## config.mk

```make
export PLATFORM = sky130hd
export DESIGN_NAME = sumador_rr_sched_flat
export DESIGN_NICKNAME = d
export VERILOG_FILES = /design/src/rtl/sumador_rr_sched_if.sv /design/src/rtl/sumador_rr_sched.sv /design/src/flat_wrapper.sv
export SDC_FILE = /design/constraint.sdc
export NUM_CORES = 1
export LEC_CHECK = 0
export ABC_AREA = 1
export CAP_MARGIN = 20
export CORE_UTILIZATION = 40
export DETAILED_ROUTE_END_ITERATION = 7
export GPL_TIMING_DRIVEN = 0
export PLACE_DENSITY_LB_ADDON = 0.05
export SLEW_MARGIN = 20
export SYNTH_ARGS = -nofsm -noshare
export SYNTH_HDL_FRONTEND = slang
export SYNTH_SLANG_ARGS = --single-unit
```

## constraint.sdc

```tcl
create_clock -name clk -period 2.55 [get_ports clk]
set_input_delay 0.51 -clock clk [delete_from_list [all_inputs] [get_ports clk]]
set_output_delay 0.51 -clock clk [all_outputs]
set_load 0.01 [all_outputs]
```

## src/rtl/sumador_rr_sched_if.sv

```systemverilog
// Request/adder/response bundle between the pin wrapper, the scheduler and the shared adder.
interface sumador_rr_sched_if #(
    parameter int N_REQ = 4,
    parameter int W     = 5
);
    localparam int IDW = (N_REQ > 1) ? $clog2(N_REQ) : 1;

    logic [N_REQ-1:0]   req_valid;
    logic [N_REQ-1:0]   req_ready;
    logic [N_REQ*W-1:0] req_a;
    logic [N_REQ*W-1:0] req_b;
    logic [W-1:0]       add_a;
    logic [W-1:0]       add_b;
    logic [W:0]         add_sum;
    logic               rsp_valid;
    logic               rsp_ready;
    logic [W:0]         rsp_sum;
    logic [IDW-1:0]     rsp_id;
    logic               busy;
    logic [7:0]         op_count;

    modport slave (
        input  req_valid, req_a, req_b, add_sum, rsp_ready,
        output req_ready, add_a, add_b, rsp_valid, rsp_sum, rsp_id, busy, op_count
    );

    modport master (
        output req_valid, req_a, req_b, add_sum, rsp_ready,
        input  req_ready, add_a, add_b, rsp_valid, rsp_sum, rsp_id, busy, op_count
    );
endinterface

```

## src/rtl/sumador_rr_sched.sv

```systemverilog
// Round-robin scheduler sharing one adder among N_REQ requesters; one transaction in flight.
//  state  | meaning
//  S_IDLE | searching for a requester from rr_ptr, grant and latch operands
//  S_WAIT | operands on adder, counting down the adder latency
//  S_RESP | holding the captured sum until the consumer takes it
module sumador_rr_sched #(
    parameter int N_REQ   = 4,
    parameter int W       = 5,
    parameter int ADD_LAT = 1
) (
    input  logic               clk,
    input  logic               rst_n,
    sumador_rr_sched_if.slave  bus
);
    localparam int IDW = (N_REQ > 1) ? $clog2(N_REQ) : 1;
    localparam int CW  = (ADD_LAT > 0) ? $clog2(ADD_LAT + 1) : 1;

    typedef enum logic [1:0] {S_IDLE, S_WAIT, S_RESP} state_t;

    state_t         state_q, state_d;
    logic [IDW-1:0] rr_ptr_q, rr_ptr_d;
    logic [IDW-1:0] id_q, id_d;
    logic [W-1:0]   op_a_q, op_a_d;
    logic [W-1:0]   op_b_q, op_b_d;
    logic [CW-1:0]  cnt_q, cnt_d;
    logic           rsp_valid_q, rsp_valid_d;
    logic [W:0]     rsp_sum_q, rsp_sum_d;
    logic [7:0]     op_count_q, op_count_d;

    logic [IDW-1:0] winner;
    logic [IDW-1:0] cand;
    logic           found;

    // Walk the ring backwards so the candidate nearest rr_ptr is written last and wins.
    always_comb begin
        found  = 1'b0;
        winner = '0;
        cand   = '0;
        for (int k = N_REQ - 1; k >= 0; k--) begin
            cand = IDW'((int'(rr_ptr_q) + k) % N_REQ);
            if (bus.req_valid[cand]) begin
                found  = 1'b1;
                winner = cand;
            end
        end
    end

    always_ff @(posedge clk or negedge rst_n) begin
        if (!rst_n) begin
            state_q     <= S_IDLE;
            rr_ptr_q    <= '0;
            id_q        <= '0;
            op_a_q      <= '0;
            op_b_q      <= '0;
            cnt_q       <= '0;
            rsp_valid_q <= 1'b0;
            rsp_sum_q   <= '0;
            op_count_q  <= '0;
        end else begin
            state_q     <= state_d;
            rr_ptr_q    <= rr_ptr_d;
            id_q        <= id_d;
            op_a_q      <= op_a_d;
            op_b_q      <= op_b_d;
            cnt_q       <= cnt_d;
            rsp_valid_q <= rsp_valid_d;
            rsp_sum_q   <= rsp_sum_d;
            op_count_q  <= op_count_d;
        end
    end

    always_comb begin
        state_d     = state_q;
        rr_ptr_d    = rr_ptr_q;
        id_d        = id_q;
        op_a_d      = op_a_q;
        op_b_d      = op_b_q;
        cnt_d       = cnt_q;
        rsp_valid_d = rsp_valid_q;
        rsp_sum_d   = rsp_sum_q;
        op_count_d  = op_count_q;
        case (state_q)
            S_IDLE: begin
                if (found) begin
                    op_a_d   = W'(bus.req_a >> (int'(winner) * W));
                    op_b_d   = W'(bus.req_b >> (int'(winner) * W));
                    id_d     = winner;
                    rr_ptr_d = IDW'((int'(winner) + 1) % N_REQ);
                    cnt_d    = CW'(ADD_LAT);
                    state_d  = S_WAIT;
                end
            end
            S_WAIT: begin
                if (cnt_q != '0) begin
                    cnt_d = cnt_q - CW'(1);
                end else begin
                    rsp_sum_d   = bus.add_sum;
                    rsp_valid_d = 1'b1;
                    state_d     = S_RESP;
                end
            end
            S_RESP: begin
                if (bus.rsp_ready) begin
                    rsp_valid_d = 1'b0;
                    op_count_d  = op_count_q + 8'd1;
                    state_d     = S_IDLE;
                end
            end
            default: state_d = S_IDLE;
        endcase
    end

    always_comb begin
        bus.req_ready = '0;
        if (state_q == S_IDLE && found) begin
            bus.req_ready[winner] = 1'b1;
        end
        bus.busy = (state_q != S_IDLE);
    end

    assign bus.add_a     = op_a_q;
    assign bus.add_b     = op_b_q;
    assign bus.rsp_valid = rsp_valid_q;
    assign bus.rsp_sum   = rsp_sum_q;
    assign bus.rsp_id    = id_q;
    assign bus.op_count  = op_count_q;
endmodule

```

## src/flat_wrapper.sv

```systemverilog
// flat-port wrapper written by rule: the top's interface ports become plain ports
module sumador_rr_sched_flat 
#(
    parameter int N_REQ   = 4,
    parameter int W       = 5,
    parameter int ADD_LAT = 1
)
  (clk, rst_n, bus_req_valid, bus_req_a, bus_req_b, bus_add_sum, bus_rsp_ready, bus_req_ready, bus_add_a, bus_add_b, bus_rsp_valid, bus_rsp_sum, bus_rsp_id, bus_busy, bus_op_count);
  sumador_rr_sched_if #(.N_REQ(N_REQ), .W(W)) bus_i ();
  input  logic clk;
  input  logic rst_n;
  input wire logic [$bits(bus_i.req_valid)-1:0] bus_req_valid;
  input wire logic [$bits(bus_i.req_a)-1:0] bus_req_a;
  input wire logic [$bits(bus_i.req_b)-1:0] bus_req_b;
  input wire logic [$bits(bus_i.add_sum)-1:0] bus_add_sum;
  input wire logic [$bits(bus_i.rsp_ready)-1:0] bus_rsp_ready;
  output wire logic [$bits(bus_i.req_ready)-1:0] bus_req_ready;
  output wire logic [$bits(bus_i.add_a)-1:0] bus_add_a;
  output wire logic [$bits(bus_i.add_b)-1:0] bus_add_b;
  output wire logic [$bits(bus_i.rsp_valid)-1:0] bus_rsp_valid;
  output wire logic [$bits(bus_i.rsp_sum)-1:0] bus_rsp_sum;
  output wire logic [$bits(bus_i.rsp_id)-1:0] bus_rsp_id;
  output wire logic [$bits(bus_i.busy)-1:0] bus_busy;
  output wire logic [$bits(bus_i.op_count)-1:0] bus_op_count;
  assign bus_i.req_valid = bus_req_valid;
  assign bus_i.req_a = bus_req_a;
  assign bus_i.req_b = bus_req_b;
  assign bus_i.add_sum = bus_add_sum;
  assign bus_i.rsp_ready = bus_rsp_ready;
  assign bus_req_ready = bus_i.req_ready;
  assign bus_add_a = bus_i.add_a;
  assign bus_add_b = bus_i.add_b;
  assign bus_rsp_valid = bus_i.rsp_valid;
  assign bus_rsp_sum = bus_i.rsp_sum;
  assign bus_rsp_id = bus_i.rsp_id;
  assign bus_busy = bus_i.busy;
  assign bus_op_count = bus_i.op_count;
  sumador_rr_sched #(.N_REQ(N_REQ), .W(W), .ADD_LAT(ADD_LAT)) u_core (.clk(clk), .rst_n(rst_n), .bus(bus_i));
endmodule
```

==> summary.txt <==
Critical Path RT - 2.04 ns
Nature of the critical path endpoint - output pin
R2r endpoint - u_core.bus.add_a[2]
Remaining antenna violation count after routing - 0
Avg WL per Cell - 12.2 um
Final Util - 69.7%
Post-route clock period utilization - 99.5%
Max_cap viols - 0
Initial antenna violation count - 0
Worst-Margin Slew - 0.701 ns
Worst-path maximum fanout - 7
Fmax - 0.394 GHz
Reg2reg path depth - 18
CP peak stage delay - 0.41 ns
Cells after synthesis - 296
RSZ-0062 raised after global routing - yes
Clock Tree Root - clkbuf_8
Full die area - 5430 um2
Crit path DAT - 2.03 ns
PD cells - 1420 nW/um2
Count leader, synth - nand2_1
LEAKAGE - 0.00179 uW
Main synth FF type - dfrtp_1
Post-synth top area share - 39.0%
WP buf/inv - 6
Seq/Total Area, Yosys - 39.0%
Die Y-Extent - 73.7 um
Global-route wire length before repair - 8400 um
Post-synth EDFFs - 0
Total wire length - 5750 um
Area of the core - 4850 um2
Hold WS - 0.275 ns
Die Width - 73.7 um
Row cnt - 25
Nets - 460
Element type at the critical path start - flip-flop
Area Growth Syn to Fin - 64.3%
Io pins - 85
Syn Std Cell Area - 2060 um2
Worst r2r src - u_core.rr_ptr_q[0]
Diodes inserted - 0
Post-DP HPWL - 3740 um
Rel. slew slack - 53.3%
Top cells by area, synth - dfrtp_1 39%, nand2_1 18%, nand3_1 12%
Clk_lat worst skew - 0.28 ns
GRT Util Overall - 20.3%
CP cell instances - buf_6 -> inv_8 -> nand2_2 -> nand3_2 -> nand2_2 -> inv_2 -> nor2_4 -> nor2_4 -> nand2_4 -> buf_6 -> a21oi_2 -> nand2_1 -> inv_1 -> buf_2
Synth Register Bits - 32
# H-tree levels - 2
DRC - 0
Synth area leader - dfrtp_1
DRT Pass-1 Iters - 4
Outcome - complete, no violations
CTS Buf Count - 5
Final setup violation count - 0
Initial DRC Count - 68
R2R Setup Slk - 0.45 ns
Routability cong. - 0.798
Vias post-DR - 2,213
Vias in the first global route - 2,037
WS Path Type - reg -> out
Avg Synthesized Cell Area - 6.95 um2
Crit path to - bus_req_ready[1]
Ys async rst share - 100%
Final slew viol count - 0
Hold Vio Cnt, Final - 0
Syn_nets - 350
Clock skew - 0.00674 ns
Port Buffers - 84
Syn. warnings - 0
CP max-delay cell - dfrtp_1
Crit. Startpoint - u_core.rr_ptr_q[0]
Post-layout minimum cycle time - 2.54 ns
Clock transition at path regs - 0.07 ns
Sink Count - 32
Peak supply drop - 0.658 mV
Largest net degree at the start of global routing - 33
Unique masters post-synth - 25
Layout cells sized above 1 - 21.9%
CTS tree - built
Hold Path Class - in -> async
Via density - 4.68
Commonest cells post-synth - 97 x nand2_1, 53 x inv_1, 50 x nand3_1, 32 x dfrtp_1, 13 x nor2_1
Initial Util - 42.4%
Clock buffer depth - 2
CP delay by family, top - buffers and inverters
WP depth - 14
Overflow after GRT - 0
## flip-flops by register name (all words and copies together) (netlist names)
signal,cells
u_core.bus.op_count,8
u_core.bus.add_b,5
u_core.cnt_q,1
u_core.bus.add_a,5
u_core.bus.rsp_sum,6
u_core.bus.rsp_valid,1
u_core.rr_ptr_q,2
u_core.state_q,2
u_core.bus.rsp_id,2
## power breakdown
group          switching, uW  internal [uW]  total, uW
registers                135            739        874
logic                   1870           1620       3490
clock network            177            240        417
total                   2190           2600       4780
## per-layer routing
metal / up-vias / share of wire (%) / GRT usage, % / wire length (um)
met5: - / 0 / 0 / 0
met4: 0 / 0.96 / 5.13 / 55
met3: 6 / 5.2 / 5.90 / 297
met2: 63 / 53 / 37.5 / 3030
met1: 1028 / 41 / 22.8 / 2370
li1: 1116 / - / - / -
## placed cells by master, fill, tap and decap left out, drive strengths merged
cell type and instances:
clkdlybuf4s50 75, dlymetal6s2s 1, xnor2 5, buf 35, nand3 51, mux2 7, ha 1, inv 57
xor2 1, clkbuf 7, nand2 106, nor3b 1, o211ai 1, a21oi 1, nand4 1, dlygate4sd2 3
nor2 16, dfrtp 32, o21ai 5
## metrics by stage
stage	std cells	setup TNS (ns)	worst slack, ns	power, uW	cell area, um2
4_1_cts	462	-0.0429	-0.0390	4350	3200
2_1_floorplan	296	0	0.491	2680	2060
5_1_grt	473	-0.278	-0.0872	5160	3380
6_report	473	0	0.0115	4780	3380
3_3_place_gp	447	-2.21	-0.575	3550	2980
3_5_place_dp	447	-2.21	-0.563	3590	2980
## worst min-delay path by stage
stage / endpoint / slack [ns] / cells after the start
6_report: u_core.rr_ptr_q[0] / 0.28 / 1
5_1_grt: u_core.bus.add_b[4] / 0.33 / 1
4_1_cts: u_core.bus.add_b[4] / 0.30 / 1
3_5_place_dp: u_core.bus.op_count[7] / 0.46 / 1
3_3_place_gp: u_core.bus.rsp_valid / 0.46 / 2
2_1_floorplan: u_core.bus.add_a[0] / 0.21 / 0
## logic make-up (layout without fill, tap and decap cells)
family / Yosys count / in the layout / synth area share, %
AO/OA/AOI/OAI: 7 / 7 / 2.01
AND/OR/NAND/NOR: 175 / 175 / 37.6
multiplexers: 7 / 7 / 3.83
adder cells (fa/ha/maj): 1 / 1 / 0.609
flip-flops: 32 / 32 / 39.0
XOR/XNOR: 6 / 6 / 2.56
buffers and inverters: 68 / 178 / 14.5
## layout make-up
type / instances / area (um2)
clock buffer: 7 / 96.3
multi-input combinational: 196 / 1100
buffer: 10 / 98.8
sequential: 32 / 802
fill: 427 / 1470
timing repair buffer: 104 / 966
tap: 67 / 83.8
inverter: 57 / 226
## repair_timing
| item | in CTS | in global routing |
|---|---|---|
| gates cloned | 0 | 1 |
| hold buffers | 0 | 0 |
| buffers inserted | 9 | 10 |
| pin swaps | 13 | 20 |
| endpoints found under the setup margin | 4 | 4 |
| gates resized for setup | 44 | 27 |
Note: power is estimated with default switching activity, not from simulation.
